===== config.mk =====
export PLATFORM = sky130hd
export DESIGN_NAME = eeprom_read_sched
export DESIGN_NICKNAME = d
export VERILOG_FILES = /design/src/rtl/eeprom_read_sched_pkg.sv /design/src/rtl/rr_arbiter.sv /design/src/rtl/eeprom_read_sched.sv
export SDC_FILE = /design/constraint.sdc
export NUM_CORES = 1
export LEC_CHECK = 0
export ABC_AREA = 1
export ABC_CLOCK_PERIOD_IN_PS = 5600
export BUFFER_PORTS_ARGS = -buffer_cell sky130_fd_sc_hd__buf_4
export CAP_MARGIN = 10
export CORE_UTILIZATION = 55
export CTS_CLUSTER_DIAMETER = 40
export DETAILED_ROUTE_END_ITERATION = 8
export GPL_TIMING_DRIVEN = 0
export PLACE_DENSITY = 0.89
export SLEW_MARGIN = 20
export SYNTH_ARGS = -nofsm -noshare
export SYNTH_HDL_FRONTEND = slang
export SYNTH_HIERARCHICAL = 1
export SYNTH_SLANG_ARGS = --single-unit

===== constraint.sdc =====
create_clock -name clk -period 5.6 [get_ports clk]
set_clock_uncertainty 0.2 [all_clocks]
set_input_delay 1.12 -clock clk [delete_from_list [all_inputs] [get_ports clk]]
set_output_delay 1.12 -clock clk [all_outputs]
set_load 0.01 [all_outputs]

===== src/rtl/eeprom_read_sched_pkg.sv =====
// Shared types and constants for the EEPROM read scheduler.
package eeprom_pkg;

    // Bits per assembled EEPROM word.
    localparam int EE_WORD_BITS = 32;

    // One beat of the SPI_EEPROM bit stream, in the controller's field order.
    typedef struct packed {
        logic word;   // last bit of a 32-bit word
        logic b;      // last bit of a byte
        logic data;   // serial data bit
        logic valid;  // data is valid this cycle
    } EEPROM_Packet;

    // Scheduler FSM states.
    typedef enum logic [1:0] {
        S_IDLE,
        S_START,
        S_STREAM,
        S_CANCEL
    } sched_state_t;

endpackage


===== src/rtl/rr_arbiter.sv =====
// Combinational round-robin arbiter: grants the first requester after ptr.
module rr_arbiter #(
    parameter int N = 2,
    localparam int IW = (N > 1) ? $clog2(N) : 1
) (
    input  logic [N-1:0]  req,
    input  logic [IW-1:0] ptr,
    output logic [N-1:0]  grant,
    output logic [IW-1:0] idx
);

    logic [IW-1:0] cand;

    // Scan from lowest to highest priority so the closest requester after ptr wins.
    always_comb begin
        // NOTE: every output gets a default first so no path leaves it unassigned (no latch).
        grant = '0;
        idx   = '0;
        cand  = '0;
        for (int k = N; k >= 1; k--) begin
            cand = IW'((int'(ptr) + k) % N);
            if (req[cand]) begin
                grant       = '0;
                grant[cand] = 1'b1;
                idx         = cand;
            end
        end
    end

endmodule


===== src/rtl/eeprom_read_sched.sv =====
// Round-robin read scheduler in front of the SPI_EEPROM bit-stream controller.
// Each granted request issues one read, assembles serial bits into 32-bit
// words, returns exactly the requested count and then cancels the stream.
module eeprom_read_sched
    import eeprom_pkg::*;
#(
    parameter int NUM_REQ = 2,
    parameter int ADDR_W  = 24,
    parameter int LEN_W   = 8,
    localparam int ID_W   = $clog2(NUM_REQ)
) (
    input  logic                             clk,
    input  logic                             rst,
    input  logic [NUM_REQ-1:0]               IN_req,
    input  logic [NUM_REQ-1:0][ADDR_W-1:0]   IN_reqAddr,
    input  logic [NUM_REQ-1:0][LEN_W-1:0]    IN_reqLen,
    output logic [NUM_REQ-1:0]               OUT_reqAck,
    output logic [EE_WORD_BITS-1:0]          OUT_word,
    output logic                             OUT_wordValid,
    output logic [ID_W-1:0]                  OUT_wordId,
    output logic                             OUT_done,
    output logic                             OUT_busy,
    output logic [ADDR_W-1:0]                OUT_eeAddr,
    output logic                             OUT_eeRead,
    output logic                             OUT_eeCancel,
    input  logic                             IN_eeData,
    input  logic                             IN_eeValid,
    input  logic                             IN_eeByte,
    input  logic                             IN_eeWord
);

    sched_state_t             state;
    logic [ID_W-1:0]          ptr;
    logic [ID_W-1:0]          id_q;
    logic [LEN_W-1:0]         cnt;
    logic [EE_WORD_BITS-1:0]  sr;
    logic [EE_WORD_BITS-1:0]  sr_next;
    logic [LEN_W-1:0]         cnt_dec;
    logic [NUM_REQ-1:0]       grant;
    logic [ID_W-1:0]          g_idx;
    EEPROM_Packet             pkt;

    // Byte strobe travels with the packet but the scheduler only counts words.
    logic unused_byte;

    assign pkt         = '{word: IN_eeWord, b: IN_eeByte, data: IN_eeData, valid: IN_eeValid};
    assign unused_byte = pkt.b;
    assign sr_next     = {sr[EE_WORD_BITS-2:0], pkt.data};
    assign cnt_dec     = (cnt != '0) ? cnt - LEN_W'(1) : '0;

    rr_arbiter #(.N(NUM_REQ)) u_arb (
        .req   (IN_req),
        .ptr   (ptr),
        .grant (grant),
        .idx   (g_idx)
    );

    // Ack is combinational so a request is accepted in the cycle it is seen in IDLE;
    // gating with rst keeps it quiet while the block is held in reset.
    assign OUT_reqAck = (state == S_IDLE && rst) ? grant : '0;
    assign OUT_busy   = (state != S_IDLE);
    assign OUT_wordId = id_q;

    // Scheduler FSM with registered stream-side outputs.
    always_ff @(posedge clk or negedge rst) begin
        if (!rst) begin
            state         <= S_IDLE;
            ptr           <= ID_W'(NUM_REQ - 1);
            id_q          <= '0;
            cnt           <= '0;
            sr            <= '0;
            OUT_word      <= '0;
            OUT_wordValid <= 1'b0;
            OUT_done      <= 1'b0;
            OUT_eeAddr    <= '0;
            OUT_eeRead    <= 1'b0;
            OUT_eeCancel  <= 1'b0;
        end else begin
            // NOTE: sequential state uses <= so every register sees pre-edge values.
            OUT_wordValid <= 1'b0;
            OUT_done      <= 1'b0;
            OUT_eeRead    <= 1'b0;
            OUT_eeCancel  <= 1'b0;
            case (state)
                S_IDLE: begin
                    if (|IN_req) begin
                        ptr  <= g_idx;
                        id_q <= g_idx;
                        cnt  <= IN_reqLen[g_idx];
                        if (IN_reqLen[g_idx] != '0) begin
                            OUT_eeAddr <= IN_reqAddr[g_idx];
                            OUT_eeRead <= 1'b1;
                            state      <= S_START;
                        end else begin
                            // Nothing to read: finish without touching the EEPROM.
                            state <= S_CANCEL;
                        end
                    end
                end
                S_START: begin
                    sr    <= '0;
                    state <= S_STREAM;
                end
                S_STREAM: begin
                    if (pkt.valid) begin
                        sr <= sr_next;
                        if (pkt.word) begin
                            OUT_word      <= sr_next;
                            OUT_wordValid <= 1'b1;
                            cnt           <= cnt_dec;
                            if (cnt_dec == '0) begin
                                OUT_eeCancel <= 1'b1;
                                state        <= S_CANCEL;
                            end
                        end
                    end
                end
                S_CANCEL: begin
                    // Stray bits from the EEPROM are ignored here.
                    OUT_done   <= 1'b1;
                    OUT_eeAddr <= '0;
                    state      <= S_IDLE;
                end
                default: state <= S_IDLE;
            endcase
        end
    end

endmodule


== Yosys cells after proc, flatten, opt, wreduce, memory -nomap -nowiden ==
Cells that the tools add are included.

* $add $sub $neg: 3
* $lt $le $gt $ge: 5
* Equal/unequal tests: 8
* Multiplexer cells: 44
* Reductions and logical operators: 18

{| class="wikitable"
|+ Operators by type and width
! cell !! count
|-
| 24-bit 2-to-1 mux || 4
|-
| 31-bit one-hot mux with 2 select lines || 1
|-
| 8-bit 2-to-1 mux || 6
|-
| 24-bit one-hot mux with 2 select lines || 1
|-
| 31-bit 2-to-1 mux || 1
|-
| 1-bit 2-to-1 mux || 19
|-
| 2-bit 2-to-1 mux || 8
|-
| 8-bit one-hot mux with 2 select lines || 1
|-
| 8-bit nonzero test || 2
|-
| 8-bit zero test || 1
|-
| 2-bit one-hot mux with 4 select lines || 1
|-
| 4-bit AND reduction || 2
|-
| 2-bit nonzero test || 4
|-
| 8-bit by 1-bit subtractor with 8-bit output, second input constant || 1
|-
| 1-bit by 2-bit < comparator with 1-bit output, second input constant || 3
|-
| 2-bit != test, second input constant || 3
|-
| 3-bit AND reduction || 2
|-
| 2-bit == test, second input constant || 2
|-
| 2-bit by 1-bit != test with 1-bit output, second input constant || 2
|-
| 2-bit AND reduction || 2
|-
| 1-bit logical AND || 3
|-
| 1-bit adder, second input constant || 2
|-
| 1-bit demux with 1-bit select || 2
|-
| 2-bit by 1-bit == test with 1-bit output, second input constant || 1
|-
| other kinds (3) || 4
|}

* Register bits after elaboration: 103
* Output and inout port bits: 64

== Longest topological paths before layout ==
* Depth in word-level cells: 11
* Depth in mapped cells: 14
* Depth with buffers taken out: 13

== Modules after synthesis ==
Netlist, hierarchy kept.

{| class="wikitable"
|+ Modules (own cells, without submodules)
! module !! instances !! cells an instance !! area an instance (um^2)
|-
| eeprom_read_sched || 1 || 553 || 4623.2
|-
| rr_arbiter || 1 || 6 || 27.5
|}

== Least setup slack after synthesis ==
OpenSTA, ideal clock, no wires.

* Kind: input-to-output
* From: in IN_req[1]
* To: out OUT_reqAck[1]
* Data arrival time: 1643 ps
* Slack: 2637 ps
* Cell stages on the path: 4
* Cell sequence: inv_1 -> a21oi_1 -> buf_4 -> and3_1

* Longest elaborated chain between the ends: 5
* Elaborated cells on any way between the ends: 7

{| class="wikitable"
|+ Ends and longest elaborated chain
! what !! line !! RTL
|-
| from (decl) || eeprom_read_sched.sv:14 || <nowiki>input logic [NUM_REQ-1:0] IN_req,</nowiki>
|-
| 1-bit 2-to-1 mux (not written as such) (2 in series) || rr_arbiter.sv:22 || <nowiki>if (req[cand]) begin</nowiki>
|-
| 2-bit 2-to-1 mux || rr_arbiter.sv:22 ||
|-
| 2-bit 2-to-1 mux (*) || rr_arbiter.sv:22 ||
|-
| net grant[1] || eeprom_read_sched.sv:39 || <nowiki>logic [NUM_REQ-1:0] grant;</nowiki>
|-
| 2-bit 2-to-1 mux (*) || eeprom_read_sched.sv:60 || <nowiki>assign OUT_reqAck = (state == S_IDLE && rst) ? grant : '0;</nowiki>
|-
| to (decl) || eeprom_read_sched.sv:17 || <nowiki>output logic [NUM_REQ-1:0] OUT_reqAck,</nowiki>
|}

The timed path passes the listed nets; every way through them passes the cells marked *. The select of a mux whose other input is x is not followed.

== Worst setup path after layout ==
* From: in rst
* To: out OUT_reqAck[0]

* Longest elaborated chain between the ends: 2

{| class="wikitable"
|+ Ends and longest elaborated chain
! what !! line !! RTL
|-
| from (decl) || eeprom_read_sched.sv:13 || <nowiki>input logic rst,</nowiki>
|-
| 1-bit logical AND || eeprom_read_sched.sv:60 ||
|-
| 2-bit 2-to-1 mux || eeprom_read_sched.sv:60 ||
|}

Every way passes these cells.

==> out/qor.txt <==
status = complete, no violations
Antenna Nets Post-Route = 0
Seq/Total Area, Yosys = 55.4%
Placeable Area = 8220 um2
WL/cell = 13.2 um
met1 usage = 32.4%
top achievable clock speed = 0.283 GHz
port bufs = 134
share of cells above drive strength 1 = 23.3%
Final Max Tran Viols = 0
Setup Buffers After CTS = 0
die area = 8830 um2
Post-Layout Cell Count = 814
drt drc = 0
Synth cell types = 28
Reg clk slew, reported paths = 0.09 ns
CP endpoint kind = output pin
crit path time final = 3.54 ns
clk sink count = 103
Required @ worst endpoint = 4.28 ns
Tcrit/Tclk final = 63.2%
Hold/Removal Path Class = reg2reg
TritonCTS Buffers = 9
WP buf/inv = 2
Fillers = 617
initial core utilization = 56.6%
Die X = 94.0 um
Critical-path top delay cell = buf_6
die height = 94.0 um
first drt pass iteration count = 5
Max-slew headroom = 40.5%
Final setup viols = 0
worst skew pair latency = 0.36 ns
Vias per Instance = 5.24
Mapped Area = 4650 um2
Critical Path Start Type = input pin
Root Driver = clkbuf_8
delay-heaviest family, CP = buffers and inverters
Pleak = 3.10 nW
peak supply drop = 0.000256 V
GRT overflow = 0
CTS Buffer Depth = 2
dpl cell area = 5790 um2
slack of the critical path = 2.06 ns
pre-CTS setup slack = 2.03 ns
fin util = 72.7%
Avg Cell Area, Syn = 8.32 um2
half-perimeter wire length after placement = 8.07 mm
pwr/cell area = 423 nW/um2
Via Count = 4,263
largest net degree at the start of global routing = 106
post-cts resize count = 0
initial antenna violation count = 0
first-pass GRT wire length = 17.4 mm
met3 Use GR = 4.85%
ANT cells = 0
Final Cell Area = 5970 um2
Post-CTS Hold Buffers = 0
Synth Register Bits = 103
Worst-Margin Slew = 0.892 ns
# nets final = 782
Cell Chain, Critical Path = buf_6 -> and3_1 -> buf_4
gr usage total = 25.2%
Min Hold Slack = 0.291 ns
TNS Setup = 0 ns
Ports = 136
gpl congestion = 0.917
area delta synth->final = 28.4%
Hold Vio Cnt, Final = 0
vias in the first global route = 3,898
DRT Wirelength = 10.7 mm
H-tree levels = 3
drt first-iter violations = 191
syn_nets = 637
TritonCTS clock tree = built
RSZ-0062 raised after global routing = false
Yosys warning total = 6
critical path type = in2out
gate count after technology mapping = 559
GRT Max-Usage Layer = met2
Placement Rows = 33
Tot Pwr = 2.53 mW
GRT met2 Usage = 41.8%
maxcap violations = 0
Worst Path Max Fanout = 105
placed cells = 798
crit-path max cell delay = 0.63 ns
Worst EP arrival = 2.22 ns
## cells in the final DEF, fill, tap and decap left out
cell type   synthesis  final
nand2_1           210    210
buf_4               3    136
dfrtp_1           102    102
inv_1              52     52
o21ai_0            47     47
o22ai_1            33     33
a21oi_1            31     31
clkbuf_1           17     17
nor2_1             15     15
nand3_1            13     13
clkbuf_8            0     10
ha_1                6      6
buf_6               4      5
buf_1               4      4
and3_1              2      2
clkinv_1            2      2
nand4_1             2      2
inv_2               2      2
or2_1               2      2
nor3_2              2      2
o211ai_1            2      2
inv_6               0      2
clkinv_2            0      2
xor2_1              1      1
buf_2               1      1
o21ai_1             1      1
a21boi_0            1      1
a211oi_1            1      1
nand3_2             1      1
nand3_4             1      1
clkinv_4            0      1
clkinvlp_4          0      1
dfstp_2             1      1
## flip-flops by register name (all words and copies together), names as in the netlist
name / cells
OUT_wordId: 1
OUT_eeRead: 1
ptr: 1
state: 2
OUT_done: 1
OUT_word: 32
OUT_eeAddr: 24
sr: 31
OUT_wordValid: 1
cnt: 8
OUT_eeCancel: 1
## where the power goes
group | switching [mW] | leakage (nW) | total, mW | internal (mW)
Clock | 0.251 | 0.0930 | 0.427 | 0.176
Sequential | 0.0933 | 1.38 | 0.988 | 0.895
Combinational | 0.675 | 1.63 | 1.11 | 0.439
Total | 1.02 | 3.10 | 2.53 | 1.51
## worst reg2reg max path, cell delays in order, from the launching register on
cell and delay, ns:
dfrtp_1 0.42, inv_1 0.09, ha_1 0.25, nand2_1 0.20, nor2_1 0.09, inv_1 0.07
clkbuf_1 0.42, clkbuf_1 0.37, nand2_1 0.12, o21ai_0 0.11
## kinds of logic after synthesis
family | count (synthesis) | synth area share (%)
simple gates | 248 | 21.4
xor+xnor | 1 | 0.188
flops | 103 | 55.4
buf+inv | 85 | 7.77
fa+ha+maj | 6 | 1.61
compound gates | 116 | 13.6
## synthesized netlist by cell type
cell	count	area (um2)
o22ai_1	33	206
o21ai_1	1	5.00
inv_2	2	7.51
nand4_1	2	12.5
clkinv_1	2	7.51
and3_1	2	12.5
dfstp_2	1	26.3
nor3_2	2	20.0
nand3_1	13	65.1
nand3_2	1	10.0
buf_6	4	45.0
nand2_1	210	788
buf_2	1	5.00
buf_1	4	15.0
clkbuf_1	17	63.8
nand3_4	1	17.5
inv_1	52	195
a211oi_1	1	7.51
ha_1	6	75.1
buf_4	3	22.5
o211ai_1	2	15.0
a21oi_1	31	155
o21ai_0	47	235
or2_1	2	12.5
nor2_1	15	56.3
dfrtp_1	102	2550
a21boi_0	1	7.51
xor2_1	1	8.76
## cell type report
| class | instances | area [um2] | share of cell area [%] |
|---|---|---|---|
| Sequential cell | 103 | 2580 | 43.2 |
| Multi-Input combinational cell | 371 | 1710 | 28.6 |
| Clock buffer | 10 | 138 | 2.30 |
| Tap cell | 105 | 131 | 2.20 |
| Clock inverter | 6 | 43.8 | 0.733 |
| Buffer | 29 | 151 | 2.53 |
| Timing Repair Buffer | 134 | 1010 | 16.9 |
| Inverter | 56 | 210 | 3.52 |
## routing by layer
layer | wire, um | part of all wire [%]
met5 | 0 | 0
met4 | 215 | 2.0
met3 | 666 | 6.2
met2 | 5270 | 49
met1 | 4550 | 42
## worst paths after layout
kind | endpoint | depth (start not counted) | from | slack [ns]
worst max-delay path | OUT_reqAck[0] | 3 | rst | 2.06
worst min-delay path | OUT_word[0] | 2 | OUT_word[0] | 0.29
worst max register to register | OUT_word[2] | 9 | state[0] | 3.19
worst min register to register | OUT_word[0] | 2 | OUT_word[0] | 0.29
max in group asynchronous | OUT_eeAddr[2] | 1 | rst | 3.94
min in group asynchronous | OUT_word[26] | 1 | rst | 0.66
(Power assumes the default switching activity.)
